--- src/rtl/pipe_pkg.sv ---
// Shared definitions for elastic inter-stage registers: stage payload layouts,
// bubble (NOP) field constants and helpers that build each stage's bubble word.
package pipe_pkg;

  localparam logic [31:0] ZERO_WORD     = 32'h0000_0000;
  localparam logic [4:0]  NOP_REG_ADDR  = 5'd0;
  localparam logic        WRITE_DISABLE = 1'b0;

  typedef struct packed {
    logic [31:0] wdata;
    logic [4:0]  wd;
    logic        wreg;
    logic [31:0] hi;
    logic [31:0] lo;
    logic        whilo;
    logic        llbit_we;
    logic        llbit_value;
    logic        cp0_we;
    logic [4:0]  cp0_waddr;
    logic [31:0] cp0_wdata;
  } ex_mem_t;

  typedef struct packed {
    logic [31:0] wdata;
    logic [4:0]  wd;
    logic        wreg;
    logic [31:0] hi;
    logic [31:0] lo;
    logic        whilo;
    logic        llbit_we;
    logic        llbit_value;
  } mem_wb_t;

  localparam int EX_MEM_W = $bits(ex_mem_t);
  localparam int MEM_WB_W = $bits(mem_wb_t);

  // A bubble writes nothing anywhere: every write-enable off, register r0.
  function automatic ex_mem_t ex_mem_bubble();
    ex_mem_t b;
    b.wdata       = ZERO_WORD;
    b.wd          = NOP_REG_ADDR;
    b.wreg        = WRITE_DISABLE;
    b.hi          = ZERO_WORD;
    b.lo          = ZERO_WORD;
    b.whilo       = WRITE_DISABLE;
    b.llbit_we    = WRITE_DISABLE;
    b.llbit_value = 1'b0;
    b.cp0_we      = WRITE_DISABLE;
    b.cp0_waddr   = NOP_REG_ADDR;
    b.cp0_wdata   = ZERO_WORD;
    return b;
  endfunction

  function automatic mem_wb_t mem_wb_bubble();
    mem_wb_t b;
    b.wdata       = ZERO_WORD;
    b.wd          = NOP_REG_ADDR;
    b.wreg        = WRITE_DISABLE;
    b.hi          = ZERO_WORD;
    b.lo          = ZERO_WORD;
    b.whilo       = WRITE_DISABLE;
    b.llbit_we    = WRITE_DISABLE;
    b.llbit_value = 1'b0;
    return b;
  endfunction

  // Ring pointer width; a single-slot ring still carries a 1-bit pointer.
  function automatic int ptr_width(input int depth);
    return (depth > 1) ? $clog2(depth) : 1;
  endfunction

endpackage

--- src/rtl/pipe_ring_ptr.sv ---
// Ring-buffer pointer that wraps from DEPTH-1 back to 0; works for any DEPTH,
// not only powers of two. clr has priority over inc.
module pipe_ring_ptr
  import pipe_pkg::*;
#(
  parameter  int DEPTH = 2,
  localparam int PTR_W = ptr_width(DEPTH)
) (
  input  logic             clk,
  input  logic             rst,
  input  logic             inc,
  input  logic             clr,
  output logic [PTR_W-1:0] ptr
);

  localparam logic [PTR_W-1:0] LAST = PTR_W'(DEPTH - 1);

  logic [PTR_W-1:0] r_ptr;

  // NOTE: sequential state uses non-blocking assignments so every flop samples
  // pre-edge values regardless of process ordering.
  always_ff @(posedge clk or negedge rst) begin
    if (!rst) begin
      r_ptr <= '0;
    end else if (clr) begin
      r_ptr <= '0;
    end else if (inc) begin
      r_ptr <= (r_ptr == LAST) ? '0 : r_ptr + PTR_W'(1);
    end
  end

  assign ptr = r_ptr;

endmodule

--- src/rtl/pipe_elastic_reg.sv ---
// Elastic pipeline-stage register: DEPTH-slot ring with valid/ready handshake,
// synchronous flush, and a programmable bubble payload while empty.
module pipe_elastic_reg
  import pipe_pkg::*;
#(
  parameter int                DATA_W = 32,
  parameter int                DEPTH  = 2,
  parameter logic [DATA_W-1:0] BUBBLE = {DATA_W{1'b0}},
  localparam int               CNT_W  = $clog2(DEPTH + 1)
) (
  input  logic              clk,
  input  logic              rst,
  input  logic              in_valid,
  output logic              in_ready,
  input  logic [DATA_W-1:0] in_data,
  output logic              out_valid,
  input  logic              out_ready,
  output logic [DATA_W-1:0] out_data,
  input  logic              flush,
  output logic [CNT_W-1:0]  count
);

  localparam int               PTR_W    = ptr_width(DEPTH);
  localparam logic [CNT_W-1:0] FULL_CNT = CNT_W'(DEPTH);

  logic [DATA_W-1:0] r_mem [DEPTH];
  logic [CNT_W-1:0]  r_count;
  logic [PTR_W-1:0]  w_wr_ptr;
  logic [PTR_W-1:0]  w_rd_ptr;
  logic              w_push;
  logic              w_pop;

  // Handshake flags come only from r_count, so in_ready never sees out_ready.
  assign in_ready  = (r_count != FULL_CNT);
  assign out_valid = (r_count != '0);
  assign w_push    = in_valid & in_ready & ~flush;
  assign w_pop     = out_valid & out_ready & ~flush;

  pipe_ring_ptr #(.DEPTH(DEPTH)) u_wr_ptr (
    .clk (clk),
    .rst (rst),
    .inc (w_push),
    .clr (flush),
    .ptr (w_wr_ptr)
  );

  pipe_ring_ptr #(.DEPTH(DEPTH)) u_rd_ptr (
    .clk (clk),
    .rst (rst),
    .inc (w_pop),
    .clr (flush),
    .ptr (w_rd_ptr)
  );

  // NOTE: the payload array has no reset; out_data masks unwritten slots with
  // BUBBLE, so clearing it would only cost flops and reset fan-out.
  always_ff @(posedge clk) begin
    if (w_push) begin
      r_mem[w_wr_ptr] <= in_data;
    end
  end

  always_ff @(posedge clk or negedge rst) begin
    if (!rst) begin
      r_count <= '0;
    end else if (flush) begin
      r_count <= '0;
    end else begin
      case ({w_push, w_pop})
        2'b10:   r_count <= r_count + CNT_W'(1);
        2'b01:   r_count <= r_count - CNT_W'(1);
        default: r_count <= r_count;
      endcase
    end
  end

  assign count    = r_count;
  assign out_data = out_valid ? r_mem[w_rd_ptr] : BUBBLE;

endmodule

--- config.mk ---
export PLATFORM = sky130hd
export DESIGN_NAME = pipe_elastic_reg
export DESIGN_NICKNAME = d
export VERILOG_FILES = /design/src/rtl/pipe_pkg.sv /design/src/rtl/pipe_ring_ptr.sv /design/src/rtl/pipe_elastic_reg.sv
export SDC_FILE = /design/constraint.sdc
export NUM_CORES = 1
export LEC_CHECK = 0
export BUFFER_PORTS_ARGS = -buffer_cell sky130_fd_sc_hd__buf_2
export CAP_MARGIN = 20
export CORE_ASPECT_RATIO = 1.25
export CORE_MARGIN = 2
export CORE_UTILIZATION = 28
export DETAILED_ROUTE_END_ITERATION = 8
export GPL_TIMING_DRIVEN = 0
export HOLD_SLACK_MARGIN = 0.02
export PLACE_DENSITY = 0.56
export SLEW_MARGIN = 20
export SYNTH_ARGS = -nofsm -noshare
export SYNTH_HDL_FRONTEND = slang
export SYNTH_SLANG_ARGS = --single-unit
--- constraint.sdc ---
create_clock -name clk -period 3.7 [get_ports clk]
set_input_delay 0 -clock clk [delete_from_list [all_inputs] [get_ports clk]]
set_output_delay 0 -clock clk [all_outputs]
set_load 0.05 [all_outputs]
==> impl_metrics.ini <==
[finish]
area_delta_synth_final_pct = 46.30
fillerInstances = 888
footprint_of_the_multi_input_gates_um2 = 584.3
layout.nets = 322
layout.area.seq_um2 = 2022
final_core_density_pct = 42.06
post_route_cells_drive_above_1_share_pct = 34.03
antenna-diode-count = 0

[floorplanning]
die_w_um = 90.81
die_area_um2 = 10220
ios = 73
floorplan.initialDensity_pct = 28.75
floorplan.die.height_um = 112.5
rows = 39
core-area_um2 = 9174

[global_route]
grt_pass1_wl_um = 8452
globalRoute.totalOverflow = 0
largest_net_degree_at_the_start_of_global_routing = 16
grt_usage_pct = 10.97
vias_in_the_first_global_route = 1768
antenna_found_initial = 0

[cts]
clockBufferDepth = 2
post-cts-setup-buffer-count = 0
cts_htree_levels = 3
clock_buffers_created_by_tritoncts = 9
numClockSinks = 68
cts_hold_buf = 36
clk_root_buffer_cell = sky130_fd_sc_hd__clkbuf_16
clkSlewWorstSetupHoldPaths_ps = 60
tritoncts = yes
postCtsResizedCells = 0
insertion_delay_ps = 320

[timing]
timing_hold_violations_final = 0
rsz0062_at_grt = no
max-slew-margin-rel_pct = 71.11
clock_skew_ps = 9.541
setup_violating_endpoint_count_in_the_final_report = 0
fin_setup_tns_ps = 0
timing.fmax_mhz = 527.1
worst_slew_pin_slew_ps = 432.9
timing.final.crit_period_ps = 1897
report.final.slew_viol_count = 0
finalCritPeriodShare_pct = 51.27

[worst_setup_path]
slowest_cell_delay_on_critical_path_ps = 450
worstPathRequired_ps = 3720
cpLargestDelayFamily = simple AND/OR/NAND/NOR gates
crit_type = reg2reg
timing.critical_path.arrival_ps = 1910
critPathMaxFanout = 14
critPathSlowestCell = sky130_fd_sc_hd__dfrtp_1
cp.buffers_inverters = 2
cp_cell_sequence = nor2b_1 > inv_1 > nand2_1 > nor3b_4 > buf_6
r2r_slack_ps = 1800
critical_path.startpoint_type = register
endpoint_kind = register

[drt]
detail_route.first_pass.iterations = 4
wl_per_cell_um = 12.80
viasPerCell = 4.127
drtAntennaViolNets = 0
detailroute.via_count = 1696
drtIter0Drc = 79
drt_drc_violations_left = 0
finalWirelength_um = 5261

[synth]
synthFlopType = sky130_fd_sc_hd__edfxtp_1
async_flop_share_pct = 5.882
post_synth_main_area_contributors = sky130_fd_sc_hd__edfxtp_1 73%, sky130_fd_sc_hd__mux2i_1 13%, sky130_fd_sc_hd__nor2_1 4.8%, sky130_fd_sc_hd__dfrtp_1 3.8%, sky130_fd_sc_hd__buf_4 0.85%
synth_cells = 162
postSynthAreaPerCell_um2 = 16.28
synth.ff_latch_count = 68
synth.cells.most_frequent = 64 x sky130_fd_sc_hd__edfxtp_1, 34 x sky130_fd_sc_hd__nor2_1, 33 x sky130_fd_sc_hd__mux2i_1
number_of_warnings_issued_by_yosys = 0
post_synth_instance_area_um2 = 2638
netlist.area_leader.share_pct = 72.87
synth_fp_nets = 199
sequential_cell_area_fraction_in_the_yosys_report_pct = 76.66
post_synth_num_cell_types = 20
yosysMostFrequentCell = sky130_fd_sc_hd__edfxtp_1
count_of_flip_flops_with_a_built_in_enable_after_synthesis = 64
cell_accounting_for_the_most_synthesized_area = sky130_fd_sc_hd__edfxtp_1

[placement]
placement.io_buffers = 72
global_placement_routability_congestion = 0.6802
dpl_hpwl_um = 3407

[flow_run]
maxcap_viol_count = 0

[worst_hold_path]
hold_class = in2reg

[power_and_ir_drop]
power.ir.vdd_worst_v = 0.0002861
cellPowerDensity_nw_per_um2 = 512.6
power.static_leakage_nw = 1.502

[outcome]
run_status = finished, final reports clean
-- worst reg2reg max path: stages (launching register included) --
cell and delay, ps:
sky130_fd_sc_hd__dfrtp_1 450, sky130_fd_sc_hd__nor2b_1 180, sky130_fd_sc_hd__inv_1 110, sky130_fd_sc_hd__nand2_1 140, sky130_fd_sc_hd__nor3b_4 440, sky130_fd_sc_hd__buf_6 260
-- placed cells by master, fill, tap and decap left out --
cell type,n
sky130_fd_sc_hd__a21o_1,1
sky130_fd_sc_hd__a21oi_1,4
sky130_fd_sc_hd__buf_2,76
sky130_fd_sc_hd__buf_4,3
sky130_fd_sc_hd__buf_6,2
sky130_fd_sc_hd__buf_8,2
sky130_fd_sc_hd__bufinv_16,1
sky130_fd_sc_hd__clkbuf_1,1
sky130_fd_sc_hd__clkbuf_16,9
sky130_fd_sc_hd__clkinv_1,2
sky130_fd_sc_hd__clkinv_2,1
sky130_fd_sc_hd__dfrtp_1,4
sky130_fd_sc_hd__dlygate4sd3_1,36
sky130_fd_sc_hd__edfxtp_1,64
sky130_fd_sc_hd__inv_1,2
sky130_fd_sc_hd__inv_2,1
sky130_fd_sc_hd__mux2i_1,33
sky130_fd_sc_hd__nand2_1,1
sky130_fd_sc_hd__nand3b_1,1
sky130_fd_sc_hd__nor2_1,34
sky130_fd_sc_hd__nor2b_1,1
sky130_fd_sc_hd__nor3_4,1
sky130_fd_sc_hd__nor3b_1,1
sky130_fd_sc_hd__nor3b_4,1
sky130_fd_sc_hd__o211ai_1,1
sky130_fd_sc_hd__o21ai_0,2
sky130_fd_sc_hd__or2_2,1
sky130_fd_sc_hd__or3_1,1
sky130_fd_sc_hd__xor2_1,1
-- flip-flops by register name, summed over array words and instances (netlist names) --
register and cells:
u_wr_ptr.ptr 1, count 2, r_mem 64, u_rd_ptr.ptr 1
-- kinds of logic (layout without fill, tap and decap cells) --
| logic type | Yosys count | in the layout | synth area share (%) |
|---|---|---|---|
| compound gates | 8 | 8 | 1.708 |
| xor+xnor | 1 | 1 | 0.3321 |
| buf+inv | 10 | 136 | 2.040 |
| flops | 68 | 68 | 76.66 |
| mux | 33 | 33 | 12.52 |
| simple gates | 42 | 42 | 6.736 |
-- worst paths after layout --
path | from | end | cells after the start
max | count[1] | r_mem[1][29] | 5
min | in_valid | count[0] | 3
max reg2reg | count[1] | r_mem[1][29] | 5
min reg2reg | u_wr_ptr.ptr | u_wr_ptr.ptr | 2
max in group asynchronous | rst | u_rd_ptr.ptr | 3
min in group asynchronous | rst | count[0] | 3
-- metrics by stage --
stage	setup slack, ps	hold WS [ps]	instances	power (mW)	cell area, µm²
after floorplan	563.9	-295.6	162	1.097	2648
after global placement	300.2	-184.9	357	1.176	3162
after detailed placement	1788	-181.1	361	1.185	3227
after CTS	1765	59.48	411	2.006	3859
after global routing	1667	92.57	411	2.057	3859
final	1803	69.74	411	1.978	3859
-- per-layer routing --
layer / global-route usage, % / wire length [µm]
met1: 11.84 / 2309
met2: 19.30 / 2617
met3: 3.557 / 237
met4: 5.455 / 97
met5: 0 / 0
-- where the power goes --
group          switching, mW  internal [mW]  total, mW
clock network          0.276          0.507      0.783
registers            0.00917          0.875      0.885
logic                  0.205          0.105      0.310
-- area by class of cell --
cell class	instances	area share, %
clock inverter	4	1.102
buffer	7	1.102
clock buffer	10	5.934
multi-input combinational	84	15.14
tap	123	3.988
sequential	68	52.40
timing repair buffer	112	20.04
inverter	3	0.2918
(Power assumes the default switching activity.)
